`config.mk`:
```
export PLATFORM = sky130hd
export DESIGN_NAME = core_bridge
export DESIGN_NICKNAME = d
export VERILOG_FILES = /design/src/rtl/core_bridge_pkg.sv /design/src/rtl/core_address_decoder.sv /design/src/rtl/core_bridge.sv
export SDC_FILE = /design/constraint.sdc
export NUM_CORES = 1
export LEC_CHECK = 0
export CAP_MARGIN = 0
export CORE_ASPECT_RATIO = 1.1
export CORE_MARGIN = 4
export CORE_UTILIZATION = 47
export CTS_CLUSTER_DIAMETER = 80
export CTS_CLUSTER_SIZE = 14
export DETAILED_ROUTE_END_ITERATION = 8
export GPL_TIMING_DRIVEN = 0
export PLACE_DENSITY = 0.88
export SLEW_MARGIN = 20
export SYNTH_ARGS = -nofsm -noshare
export SYNTH_HDL_FRONTEND = slang
export SYNTH_HIERARCHICAL = 1
export SYNTH_SLANG_ARGS = --single-unit
```
`constraint.sdc`:
```
create_clock -name clock -period 3.65 [get_ports clock]
set_input_delay 0.73 -clock clock [delete_from_list [all_inputs] [get_ports clock]]
set_output_delay 0.73 -clock clock [all_outputs]
set_load 0.05 [all_outputs]
```
`src/rtl/core_bridge_pkg.sv`:
```
// Shared TitanComms definitions used by the core bridge: instruction codes, run FSM states,
// address regions and CSR bit positions.
package core_bridge_pkg;

  typedef enum logic [7:0] {
    NOP   = 8'd0,
    READ  = 8'd1,
    WRITE = 8'd2
  } instructions;

  typedef enum logic [1:0] {
    IDLE    = 2'd0,
    START   = 2'd1,
    RUN     = 2'd2,
    CAPTURE = 2'd3
  } core_bridge_state_t;

  typedef enum logic [1:0] {
    REGION_INPUT  = 2'd0,
    REGION_OUTPUT = 2'd1,
    REGION_CSR    = 2'd2
  } region_t;

  localparam int CSR_BUSY    = 0;
  localparam int CSR_DONE    = 1;
  localparam int CSR_TIMEOUT = 2;
  localparam int CSR_START   = 0;
  localparam int CSR_CLEAR   = 1;

  // Index width that stays at least one bit for single-entry ranges.
  function automatic int idx_width(input int n);
    return (n <= 1) ? 1 : $clog2(n);
  endfunction

endpackage

```
`src/rtl/core_address_decoder.sv`:
```
// Combinational decode of a comms address into ownership, region and word index within
// the region.
module core_address_decoder
  import core_bridge_pkg::*;
#(
  parameter int ADDR_WIDTH    = 24,
  parameter int START_ADDRESS = 0,
  parameter int TOTAL_INPUTS  = 2,
  parameter int TOTAL_OUTPUTS = 1,
  parameter int IDX_W         = 1
) (
  input  logic [ADDR_WIDTH-1:0] address,
  output logic                  enable,
  output logic [1:0]            region,
  output logic [IDX_W-1:0]      index
);

  localparam int END_ADDRESS = START_ADDRESS + TOTAL_INPUTS + TOTAL_OUTPUTS;
  localparam logic [ADDR_WIDTH-1:0] BASE = ADDR_WIDTH'(START_ADDRESS);
  localparam logic [ADDR_WIDTH-1:0] SPAN = ADDR_WIDTH'(END_ADDRESS - START_ADDRESS);
  localparam logic [ADDR_WIDTH-1:0] NIN  = ADDR_WIDTH'(TOTAL_INPUTS);

  logic [ADDR_WIDTH-1:0] offset;

  // Addresses below the base wrap to a large offset, so one compare covers both bounds.
  always_comb begin
    offset = address - BASE;
    enable = (offset <= SPAN);
    region = REGION_CSR;
    index  = '0;
    if (offset < NIN) begin
      region = REGION_INPUT;
      index  = IDX_W'(offset);
    end else if (offset < SPAN) begin
      region = REGION_OUTPUT;
      index  = IDX_W'(offset - NIN);
    end
  end

endmodule

```
`src/rtl/core_bridge.sv`:
```
// Maps a compute core's input registers, captured outputs and a control/status word into the
// comms address space, and sequences core runs with a start/done FSM guarded by a timeout.
module core_bridge
  import core_bridge_pkg::*;
#(
  parameter int DATA_WIDTH    = 32,
  parameter int ADDR_WIDTH    = 24,
  parameter int START_ADDRESS = 0,
  parameter int TOTAL_INPUTS  = 2,
  parameter int TOTAL_OUTPUTS = 1,
  parameter int AUTO_START    = 1,
  parameter int CORE_TIMEOUT  = 255
) (
  input  logic                              clock,
  input  logic                              reset_n,
  input  logic [7:0]                        instruction,
  input  logic [ADDR_WIDTH-1:0]             address,
  input  logic [DATA_WIDTH-1:0]             value,
  input  logic                              cmd_valid,
  output logic                              cmd_ready,
  output logic                              enable,
  output logic [DATA_WIDTH-1:0]             output_value,
  output logic                              output_valid,
  output logic [TOTAL_INPUTS*DATA_WIDTH-1:0]  core_inputs,
  output logic                              core_start,
  input  logic                              core_done,
  input  logic [TOTAL_OUTPUTS*DATA_WIDTH-1:0] core_outputs
);

  localparam int IW = idx_width((TOTAL_INPUTS > TOTAL_OUTPUTS) ? TOTAL_INPUTS : TOTAL_OUTPUTS);
  localparam int TW = idx_width(CORE_TIMEOUT + 1);

  core_bridge_state_t state, state_next;

  logic [1:0]                            region;
  logic [IW-1:0]                         idx;
  logic [DATA_WIDTH-1:0]                 in_regs [TOTAL_INPUTS];
  logic [TOTAL_OUTPUTS*DATA_WIDTH-1:0]   cap_regs;
  logic [TOTAL_INPUTS-1:0]               mask, wr_bit;
  logic [TW-1:0]                         timer;
  logic                                  done_flag, timeout_flag, busy;
  logic                                  is_read, is_write, wr_input, accept;
  logic                                  in_wr, csr_wr, rd, start_req, timed_out;
  logic [DATA_WIDTH-1:0]                 rdata;

  core_address_decoder #(
    .ADDR_WIDTH   (ADDR_WIDTH),
    .START_ADDRESS(START_ADDRESS),
    .TOTAL_INPUTS (TOTAL_INPUTS),
    .TOTAL_OUTPUTS(TOTAL_OUTPUTS),
    .IDX_W        (IW)
  ) u_decoder (
    .address(address),
    .enable (enable),
    .region (region),
    .index  (idx)
  );

  // Handshake: a command transfers on a cycle where cmd_valid and cmd_ready are both high;
  // cmd_ready depends only on the presented command and the run state, never on cmd_valid.
  always_comb begin
    is_read   = (instruction == READ);
    is_write  = (instruction == WRITE);
    wr_input  = is_write && (region == REGION_INPUT);
    cmd_ready = enable && (is_read || is_write) && !(wr_input && (state != IDLE));
    accept    = cmd_valid && cmd_ready;
    in_wr     = accept && wr_input;
    csr_wr    = accept && is_write && (region == REGION_CSR);
    rd        = accept && is_read;
    wr_bit    = in_wr ? (TOTAL_INPUTS'(1) << idx) : '0;
    // The write completing the mask counts immediately, so START follows its accept edge.
    start_req = (state == IDLE) &&
                (((AUTO_START != 0) && (&(mask | wr_bit))) || (csr_wr && value[CSR_START]));
    timed_out = (CORE_TIMEOUT != 0) && ((32'(timer) + 32'd1) == 32'(CORE_TIMEOUT));
  end

  always_ff @(posedge clock or negedge reset_n) begin
    if (!reset_n) state <= IDLE;
    else          state <= state_next;
  end

  always_comb begin
    state_next = state;
    case (state)
      IDLE:    if (start_req) state_next = START;
      START:   state_next = RUN;
      RUN: begin
        if (core_done)      state_next = CAPTURE;
        else if (timed_out) state_next = IDLE;
      end
      CAPTURE: state_next = IDLE;
      default: state_next = IDLE;
    endcase
  end

  always_comb begin
    core_start = (state == START);
    busy       = (state != IDLE);
  end

  always_comb begin
    rdata = '0;
    case (region)
      REGION_INPUT:  rdata = in_regs[idx];
      REGION_OUTPUT: rdata = cap_regs[int'(idx)*DATA_WIDTH +: DATA_WIDTH];
      default: begin
        rdata[CSR_BUSY]    = busy;
        rdata[CSR_DONE]    = done_flag;
        rdata[CSR_TIMEOUT] = timeout_flag;
      end
    endcase
  end

  always_comb begin
    for (int i = 0; i < TOTAL_INPUTS; i++)
      core_inputs[i*DATA_WIDTH +: DATA_WIDTH] = in_regs[i];
  end

  always_ff @(posedge clock or negedge reset_n) begin
    if (!reset_n) begin
      for (int i = 0; i < TOTAL_INPUTS; i++) in_regs[i] <= '0;
      cap_regs     <= '0;
      mask         <= '0;
      timer        <= '0;
      done_flag    <= 1'b0;
      timeout_flag <= 1'b0;
      output_value <= '0;
      output_valid <= 1'b0;
    end else begin
      if (in_wr) in_regs[idx] <= value;
      if (state == START) mask <= '0;
      else                mask <= mask | wr_bit;
      if (state == START)                      timer <= '0;
      else if ((state == RUN) && (timer != '1)) timer <= timer + 1'b1;
      if (state == CAPTURE) cap_regs <= core_outputs;
      // Clear first so a flag being set in the same cycle takes precedence.
      if (csr_wr && value[CSR_CLEAR]) begin
        done_flag    <= 1'b0;
        timeout_flag <= 1'b0;
      end
      if (state == CAPTURE) done_flag <= 1'b1;
      if ((state == RUN) && !core_done && timed_out) timeout_flag <= 1'b1;
      output_valid <= rd;
      if (rd) output_value <= rdata;
    end
  end

endmodule

```
# --- Word-level counts from Yosys, hierarchy flattened ---
# Index checks and enable logic that the tools add are counted.
totals:
  regBits: 143
  latchBits: 0
  ram_bits: 0
  romBits: 0
  inputBits: 100
  out_inout_bits: 100
  wordCells: 84
  memories: 0
classes:
  add_sub_neg: 3
  multipliers: 0
  n_div: 0
  order_cmp: 5
  eq_ne: 11
  n_shift: 2
  n_mux: 23
  n_bitwise: 2
  reduce_logical: 28
ops:
  columns: ["operator", "n"]
  rows:
  - ["$mux W32", 4]
  - ["$bwmux W64", 1]
  - ["$pmux W29 S2", 1]
  - ["$lt A24 B2 Y1 const B", 2]
  - ["$demux W32 S1", 1]
  - ["$shiftx A32 B7 Y32", 1]
  - ["$le A24 B2 Y1 const B", 1]
  - ["$logic_and A1 B1 Y1", 16]
  - ["$mux W8", 2]
  - ["$mux W2", 7]
  - ["$add A8 B1 Y9 const B", 1]
  - ["$eq A9 B8 Y1 const B", 1]
  - ["$add A8 B1 Y8 const B", 1]
  - ["$eq A8 B1 Y1 const B", 1]
  - ["$eq A8 B2 Y1 const B", 1]
  - ["$ne A8 B8 Y1 const B", 1]
  - ["$pmux W2 S4", 1]
  - ["$reduce_bool A2 Y1", 4]
  - ["$eq A2 B2 Y1 const B", 3]
  - ["$pmux W3 S2", 1]
  - ["$mux W1", 5]
  - ["$eq A2 B1 Y1 const B", 2]
  - ["$logic_not A2 Y1", 2]
  - ["$reduce_and A2 Y1", 2]
  - ["other kinds (10)", 12]

# --- Logic depth before layout (Yosys ltp) ---
# Gate-level depths: netlist of the first run.
depth:
  depth_word: 17
  mapped_depth: 10

# --- By module ---
# Netlist of the first run, hierarchy kept.
by_module_without_submodules:
  columns: ["mod", "instances", "cells_per_inst", "area_per_inst_um2", "seq_area_each_um2"]
  rows:
  - ["core_bridge", 1, 522, 6379.9, 3578.4]
  - ["core_address_decoder", 1, 14, 90.1, 0.0]

# --- Worst setup path after synthesis of the first run ---
# Ideal clock, no wire load.
synth_path:
  kind: "in2out"
  start: "in address[21]"
  end: "out cmd_ready"
  arrival_ns: 4.246
  slack_ns: -1.326
  cell_stages: 5
  n_path_buf: 1
  cell_sequence: "or4_4 > nor3_1 > or4b_1 > buf_2 > a211oi_1"
synth_via:
  elab_cells_between_ends: 11
  classes_between: "order compare: 3; mux: 2; reduce/logical: 6"
synth_lines:
  columns: ["item", "line", "text"]
  rows:
  - ["start, declared", "core_bridge.sv:17", "input logic [ADDR_WIDTH-1:0] address,"]
  - ["$le A24 B2 Y1", "core_address_decoder.sv:28", "enable = (offset <= SPAN);"]
  - ["named net enable", "core_bridge.sv:21", "output logic enable,"]
  - ["$logic_and A1 B1 Y1 (2 in series)", "core_bridge.sv:65", "cmd_ready = enable && (is_read || is_write) && !(wr_input && (state != IDLE));"]
  - ["end, declared", "core_bridge.sv:20", "output logic cmd_ready,"]
# The timed path passes the listed nets, and every way through them passes these cells.

# --- Worst setup path in the final report of the first run ---
layout_path:
  start: "in address[10]"
  end: "out cmd_ready"
layout_via:
  elab_chain_cells: 8
  elab_cells_between_ends: 11
  classes_between: "order compare: 3; mux: 2; reduce/logical: 6"
layout_lines:
  columns: ["item", "line", "text"]
  rows:
  - ["$lt A24 B2 Y1", "core_address_decoder.sv:34", "end else if (offset < SPAN) begin"]
  - ["$mux W2", "core_address_decoder.sv:34", null]
  - ["$mux W2 (*)", "core_address_decoder.sv:31", "if (offset < NIN) begin"]
  - ["named net region[0]", "core_bridge.sv:35", "logic [1:0] region;"]
  - ["$logic_not A2 Y1 (*)", "core_bridge.sv:64", "wr_input = is_write && (region == REGION_INPUT);"]
  - ["$logic_and A1 B1 Y1 (*)", "core_bridge.sv:64", null]
  - ["$logic_and A1 B1 Y1 (*)", "core_bridge.sv:65", null]
  - ["$logic_not A1 Y1 (*)", "core_bridge.sv:65", null]
  - ["$logic_and A1 B1 Y1 (*)", "core_bridge.sv:65", null]
# Mark *: on every way through the listed nets, which the timed path passes. The rest lies on a longest branch.

==> results of run 1 <==
cell families after synthesis:
| logic type | Yosys count | synth area share, % |
|---|---|---|
| flops | 143 | 55.3 |
| buf+inv | 46 | 3.21 |
| simple gates | 122 | 9.32 |
| compound gates | 90 | 9.38 |
| xor+xnor | 3 | 0.406 |
| mux | 130 | 22.0 |
| fa+ha+maj | 2 | 0.387 |
what timing repair did:
item / CTS / global route
setup buffers: 6 / 5
hold buffers: 0 / 0
gates resized for setup: 18 / 9
endpoints found under the setup margin: 63 / 39
pin swaps: 3 / 7
critical path: stages:
cell             delay (ps)
clkdlybuf4s50_1         410
nor4_1                  400
nand3_2                 220
nor4_2                  300
buf_4                   190
buf_12                  160
o311ai_4                120
a211oi_4                230
buf_6                   190
layout make-up:
cell class / instances / area [sq um]
fillers: 920 / 3760
flip-flops and latches: 143 / 3580
multi-input cells: 347 / 2750
repair buffers: 211 / 2110
clock buffers: 22 / 474
well taps: 184 / 230
plain buffers: 37 / 209
clock inverters: 9 / 180
inverters: 9 / 33.8
cell usage after synthesis, types with 5 or more instances:
library cell  instances  share of area (%)
dfrtp_1             143                 55
mux2_2               96                 17
nand2_1              44                2.6
nor2_1               38                2.2
mux2i_1              33                5.1
a21oi_1              31                2.4
o31ai_1              31                3.6
clkbuf_1             17               0.99
inv_1                 9               0.52
nor4_1                8               0.77
buf_1                 7               0.41
buf_2                 6               0.46
nand3_1               6               0.46
o21ai_0               6               0.46
buf_4                 5               0.58
routing by layer:
layer / vias up / wire, um
li1: 2398 / -
met1: 2653 / 7400
met2: 222 / 9770
met5: - / 0
met3: 42 / 1240
met4: 0 / 481
state kept, by name, indices dropped and copies added (netlist names):
name,cells
cap_regs,32
core_inputs,64
done_flag,1
mask,2
output_valid,1
output_value,32
state,2
timeout_flag,1
timer,8
worst min-delay path by stage:
| stage | startpoint | end | slack, ps |
|---|---|---|---|
| 2_1_floorplan | reset_n | cap_regs[0]$_DFFE_PN0P_ | 430 |
| 3_3_place_gp | output_value[28]$_DFFE_PN0P_ | output_value[28]$_DFFE_PN0P_ | 460 |
| 3_5_place_dp | output_value[3]$_DFFE_PN0P_ | output_value[3]$_DFFE_PN0P_ | 470 |
| 4_1_cts | reset_n | core_inputs[50]$_DFFE_PN0P_ | 280 |
| 5_1_grt | reset_n | cap_regs[18]$_DFFE_PN0P_ | 310 |
| 6_report | reset_n | output_value[17]$_DFFE_PN0P_ | 260 |
power by group:
part	internal (mW)	switching, mW	total [mW]
logic	0.376	0.339	0.715
clock network	1.27	0.643	1.91
registers	1.80	0.130	1.93
total	3.44	1.11	4.56
==> summary.md, run 1 <==
| Metric | Value |
|---|---|
| Status | `finished with violations` |
| Failing checks | `negative setup slack` |
| Yosys warns | `6` |
| First-pass iteration count of the detailed router | `5` |
| All-layer global routing usage | `between 20% and 30%` |
| Setup ws final | `-34.0 ps` |
| Worst Path Arrival | `roughly 3000 ps` |
| Share of cells above drive strength 1 | `between 20% and 30%` |
| R2r endpoint | `timer[5]$_DFFE_PN0P_` |
| Vias per cell | `around 5.5` |
| Leakage | `4.12 nW` |
| Total power | `4.56 mW` |
| Max FO, Critical Path | `10` |
| Non-filler cells, final | `between 900 and 1000` |
| # H-tree levels | `4` |
| Worst Setup End Kind | `output pin` |
| Worst-skew pair later-pin latency | `420 ps` |
| Net Count, Synth | `638` |
| Die width | `about 120 um` |
| Post-synth EDFFs | `0` |
| Ant. Diodes | `0` |
| Final design utilization | `slightly above 70%` |
| Worst Clk Skew | `6.27 ps` |
| Slew margin rel. | `around 40%` |
| Total negative setup slack | `-34.0 ps` |
| Synth async-reset ratio | `100%` |
| GRT overflow | `0` |
| Nets | `around 870` |
| Dpl ws | `-1160 ps` |
| Busiest grt layer | `met2` |
| Period minus WS final | `3680 ps` |
| Initial core utilization | `48.6%` |
| Period utilization | `101%` |
| Final GP Congestion | `0.872` |
| I/O pin count | `200` |
| Placed cells | `roughly 900` |
| Number of distinct library cells after synthesis | `between 40 and 50` |
| Row cnt | `44` |
| Met1 usage | `27.8%` |
| HPWL after DPL | `13300 um` |
| Area added between synthesis and finish | `47.8%` |
| Crit Reg-Reg Startpoint | `timer[1]$_DFFE_PN0P_` |
| CTS buffer count | `17` |
| CTS tree | `done` |
| CP required | `slightly below 3000 ps` |
| Vias in the first global route | `~5700` |
| Worst hold-check path type | `in2async` |
| M2 GR Usage | `roughly 43%` |
| Starting DRC count in detailed routing | `approximately 400` |
| Die Footprint | `0.0157 sq mm` |
| Post-Syn Area | `0.00647 sq mm` |
| Routed Wire Length | `18900 um` |
| Initial antenna violation count | `0` |
| GR Util met3 | `6.82%` |
| Via count | `~5300` |
| Chip Height | `131 um` |
| Commonest non-fill, non-tap cell in the layout | `clkdlybuf4s50_1` |
| Post-route DRC violation count | `0` |
| Commonest cells after routing, fill and taps aside | `clkdlybuf4s50_1, dfrtp_1, mux2_2` |
| CTS clk-pin slew, worst paths | `60 ps` |
| Final Max Tran Viols | `0` |
| Largest net degree at the start of global routing | `73` |
| CTS Sinks | `approximately 140` |
| Core Region | `around 0.013 sq mm` |
| Worst Tran Pin Value | `906 ps` |
| Register-to-Register Path Depth | `6` |
| # setup viols final | `1` |
| Setup slack, reg-to-reg | `1350 ps` |
| Root Driver | `clkbuf_16` |
| DRT antenna net count | `0` |
| Worst Setup EP | `cmd_ready` |
| Design Area, Final | `about 0.0096 sq mm` |
| Wire length per cell | `19.6 um` |
| Port bufs | `199` |
| Type of origin of the critical path | `input port` |
| Worst setup path startpoint | `address[10]` |
| Final Hold Viols | `0` |
| Maxcap violations | `0` |
| Sequential element share of the synthesized area | `55.3%` |
| Max Clk Rate | `~270 MHz` |
| P per Cell Area | `476 mW/mm^2` |
| First-pass GRT wire length | `29600 um` |
| Worst VDD drop | `0.000317 V` |
| DP Area | `0.00875 sq mm` |
| Main synth FF type | `dfrtp_1` |
| Crit Path Class | `in2out` |
| Hold Slack | `262 ps` |
| Syn Area/Cell | `12.1 sq um` |
| CTS max path bufs | `2` |
| Seq cells post-synth | `about 140` |
| Post-Synthesis Cells | `536` |
No activity file was read; power rests on OpenSTA's default activity.
==> run 2, diff against run 1 <==
--- a/config.mk
+++ b/config.mk
@@ -14,7 +14,7 @@
 export DETAILED_ROUTE_END_ITERATION = 8
 export GPL_TIMING_DRIVEN = 0
 export PLACE_DENSITY = 0.88
-export SLEW_MARGIN = 20
+export RECOVER_POWER = 25
 export SYNTH_ARGS = -nofsm -noshare
 export SYNTH_HDL_FRONTEND = slang
 export SYNTH_HIERARCHICAL = 1
==> run 2 against run 1 <==
The run ends with max-capacitance violations, max-slew violations, negative setup slack left. Sequential share of layout area grew 0.059 points. First-iteration DRC count grew 6.2%. Cell count grew 0.31%. Flip-flop and latch count is the same. Wire length grew 2.4%. Register-to-register slack lost 20 ps.
==> summary.md, run 2 (synthesized netlist as in run 1, its figures left out) <==
| Metric | Value |
|---|---|
| Max reg flops | `64 (unchanged)` |
| Area added between synthesis and finish | `47.6% (was 47.8%)` |
| # H-tree levels | `4 (unchanged)` |
| Vias in the first global route | `5792 (was 5717)` |
| Slew margin rel. | `-16.0% (was 39.6%)` |
| Worst-skew pair later-pin latency | `410 ps (was 420 ps)` |
| Worst Setup EP | `cmd_ready (unchanged)` |
| Wire length per cell | `20.0 um (was 19.6 um)` |
| Worst setup path startpoint | `address[10] (unchanged)` |
| Crit Reg-Reg Startpoint | `timer[0]$_DFFE_PN0P_ (was timer[1]$_DFFE_PN0P_)` |
| Setup ws final | `-63.6 ps (was -34.0 ps)` |
| Worst Setup End Kind | `output pin (unchanged)` |
| Die Footprint | `0.0157 sq mm (unchanged)` |
| Post-route DRC violation count | `0 (unchanged)` |
| CP required | `2920 ps (about the same)` |
| Max FO, Critical Path | `5 (was 10)` |
| CTS Sinks | `143 (unchanged)` |
| Fillers | `914 (was 920)` |
| DRT antenna net count | `0 (unchanged)` |
| Worst Clk Skew | `6.40 ps (was 6.27 ps)` |
| Max Clk Rate | `269 MHz (was 271 MHz)` |
| Worst Path Arrival | `2980 ps (was 2950 ps)` |
| R2r endpoint | `timer[5]$_DFFE_PN0P_ (unchanged)` |
| Hold Slack | `479 ps (was 262 ps)` |
| Port bufs | `199 (unchanged)` |
| Row cnt | `44 (unchanged)` |
| Worst hold-check path type | `reg2reg (was in2async)` |
| Core Region | `0.0133 sq mm (unchanged)` |
| Type of origin of the critical path | `input port (unchanged)` |
| Initial core utilization | `48.6% (unchanged)` |
| Largest net degree at the start of global routing | `73 (unchanged)` |
| Register-to-Register Path Depth | `6 (unchanged)` |
| Worst Tran Pin Value | `1740 ps (was 906 ps)` |
| First-pass iteration count of the detailed router | `6 (was 5)` |
| First-pass GRT wire length | `29700 um (was 29600 um)` |
| GRT overflow | `0 (unchanged)` |
| Worst VDD drop | `0.000276 V (was 0.000317 V)` |
| Initial antenna violation count | `0 (unchanged)` |
| CTS max path bufs | `2 (unchanged)` |
| Failing checks | `max-capacitance violations, max-slew violations, negative setup slack (was negative setup slack)` |
| Dpl ws | `-1160 ps (about the same)` |
| Total power | `4.50 mW (was 4.56 mW)` |
| Ant. Diodes | `0 (unchanged)` |
| Leakage | `4.13 nW (was 4.12 nW)` |
| Chip Height | `131 um (unchanged)` |
| Period utilization | `102% (was 101%)` |
| Final Max Tran Viols | `73 (was 0)` |
| Root Driver | `clkbuf_16 (unchanged)` |
| CTS tree | `done (unchanged)` |
| P per Cell Area | `471 mW/mm^2 (was 476 mW/mm^2)` |
| All-layer global routing usage | `24.4% (was 24.1%)` |
| Post-cts hold buffer count | `0 (unchanged)` |
| CTS clk-pin slew, worst paths | `60 ps (about the same)` |
| Starting DRC count in detailed routing | `428 (was 403)` |
| Final GP Congestion | `0.872 (unchanged)` |
| I/O pin count | `200 (unchanged)` |
| Crit Path Class | `in2out (unchanged)` |
| Die width | `120 um (unchanged)` |
| Via count | `5320 (was 5315)` |
| Status | `finished with violations (unchanged)` |
| Setup slack, reg-to-reg | `1330 ps (was 1350 ps)` |
| # setup viols final | `1 (unchanged)` |
| HPWL after DPL | `13200 um (was 13300 um)` |
| Final Hold Viols | `0 (unchanged)` |
| Vias per cell | `5.51 (was 5.52)` |
| Commonest cells after routing, fill and taps aside | `clkdlybuf4s50_1, dfrtp_1, mux2_2 (unchanged)` |
| CTS buffer count | `17 (unchanged)` |
| Period minus WS final | `3710 ps (was 3680 ps)` |
| Nets | `870 (was 868)` |
| Maxcap violations | `1 (was 0)` |
| Share of cells above drive strength 1 | `21.8% (was 21.3%)` |
| Commonest non-fill, non-tap cell in the layout | `clkdlybuf4s50_1 (unchanged)` |
| Routed Wire Length | `19300 um (was 18900 um)` |
==> run 2: changes by cell type in the layout (fill, tap and decap cells not counted), sizes merged <==
cell / previous run / this run
dlymetal6s2s: 2 / 4
clkbuf: 39 / 42
bufinv: 5 / 4
clkdlybuf4s50: 195 / 193
clkinv: 2 / 3
==> run 2: what timing repair did <==
item / in CTS / in global routing
gates resized for setup: 15 / 19
setup buffers: 4 / 9
hold endpoints to repair: 0 / 0
setup endpoints to repair: 63 / 61
pin swaps: 3 / 8
==> run 2: layer usage <==
metal | global-route usage (%) | part of all wire (%) | vias to the layer above
li1 | - | - | 2398
met5 | 0 | 0 | -
met3 | 7.17 | 6.7 | 48
met4 | 8.49 | 2.3 | 0
met2 | 44.0 | 52 | 228
met1 | 27.9 | 39 | 2646
==> run 2: how the worst min path moves through the flow <==
stage | startpoint | to | slack (ps) | cells after the start
2_1_floorplan | reset_n | cap_regs[0]$_DFFE_PN0P_ | 430 | 0
3_3_place_gp | output_value[28]$_DFFE_PN0P_ | output_value[28]$_DFFE_PN0P_ | 460 | 2
3_5_place_dp | output_value[1]$_DFFE_PN0P_ | output_value[1]$_DFFE_PN0P_ | 470 | 2
4_1_cts | reset_n | cap_regs[18]$_DFFE_PN0P_ | 350 | 1
5_1_grt | output_value[3]$_DFFE_PN0P_ | output_value[3]$_DFFE_PN0P_ | 500 | 2
6_report | output_value[3]$_DFFE_PN0P_ | output_value[3]$_DFFE_PN0P_ | 480 | 2
==> run 2: power breakdown <==
part | switching (mW) | leakage (nW) | internal (mW)
logic | 0.348 | 1.90 | 0.373
clock network | 0.646 | 0.308 | 1.20
registers | 0.130 | 1.91 | 1.80
==> run 2: layout make-up <==
cell class	count	area, sq um	area share (%)
clock buffers	23	478	5.00
inverters	9	33.8	0.354
flip-flops and latches	143	3580	37.5
repair buffers	213	2110	22.1
clock inverters	9	155	1.62
plain buffers	37	209	2.19
multi-input cells	347	2760	28.9
well taps	184	230	2.41
==> run 2: critical path, stage by stage <==
cell	delay (ps)
clkdlybuf4s50_1	410
nor4_1	410
nand3_2	230
nor3_4	170
or4b_4	490
buf_8	140
a211oi_4	200
buf_6	190
==> run 2: per-stage QoR <==
stage / std cells / setup TNS, ps / area, sq um / utilization (%)
after detailed placement: 920 / -43290 / 8750 / 65.6
after global placement: 919 / -539420 / 8720 / 65.4
after floorplan: 536 / 0 / 6490 / -
after global routing: 965 / -678 / 9550 / 71.7
after CTS: 956 / -64.1 / 9450 / 70.9
final: 965 / -63.6 / 9550 / 71.7
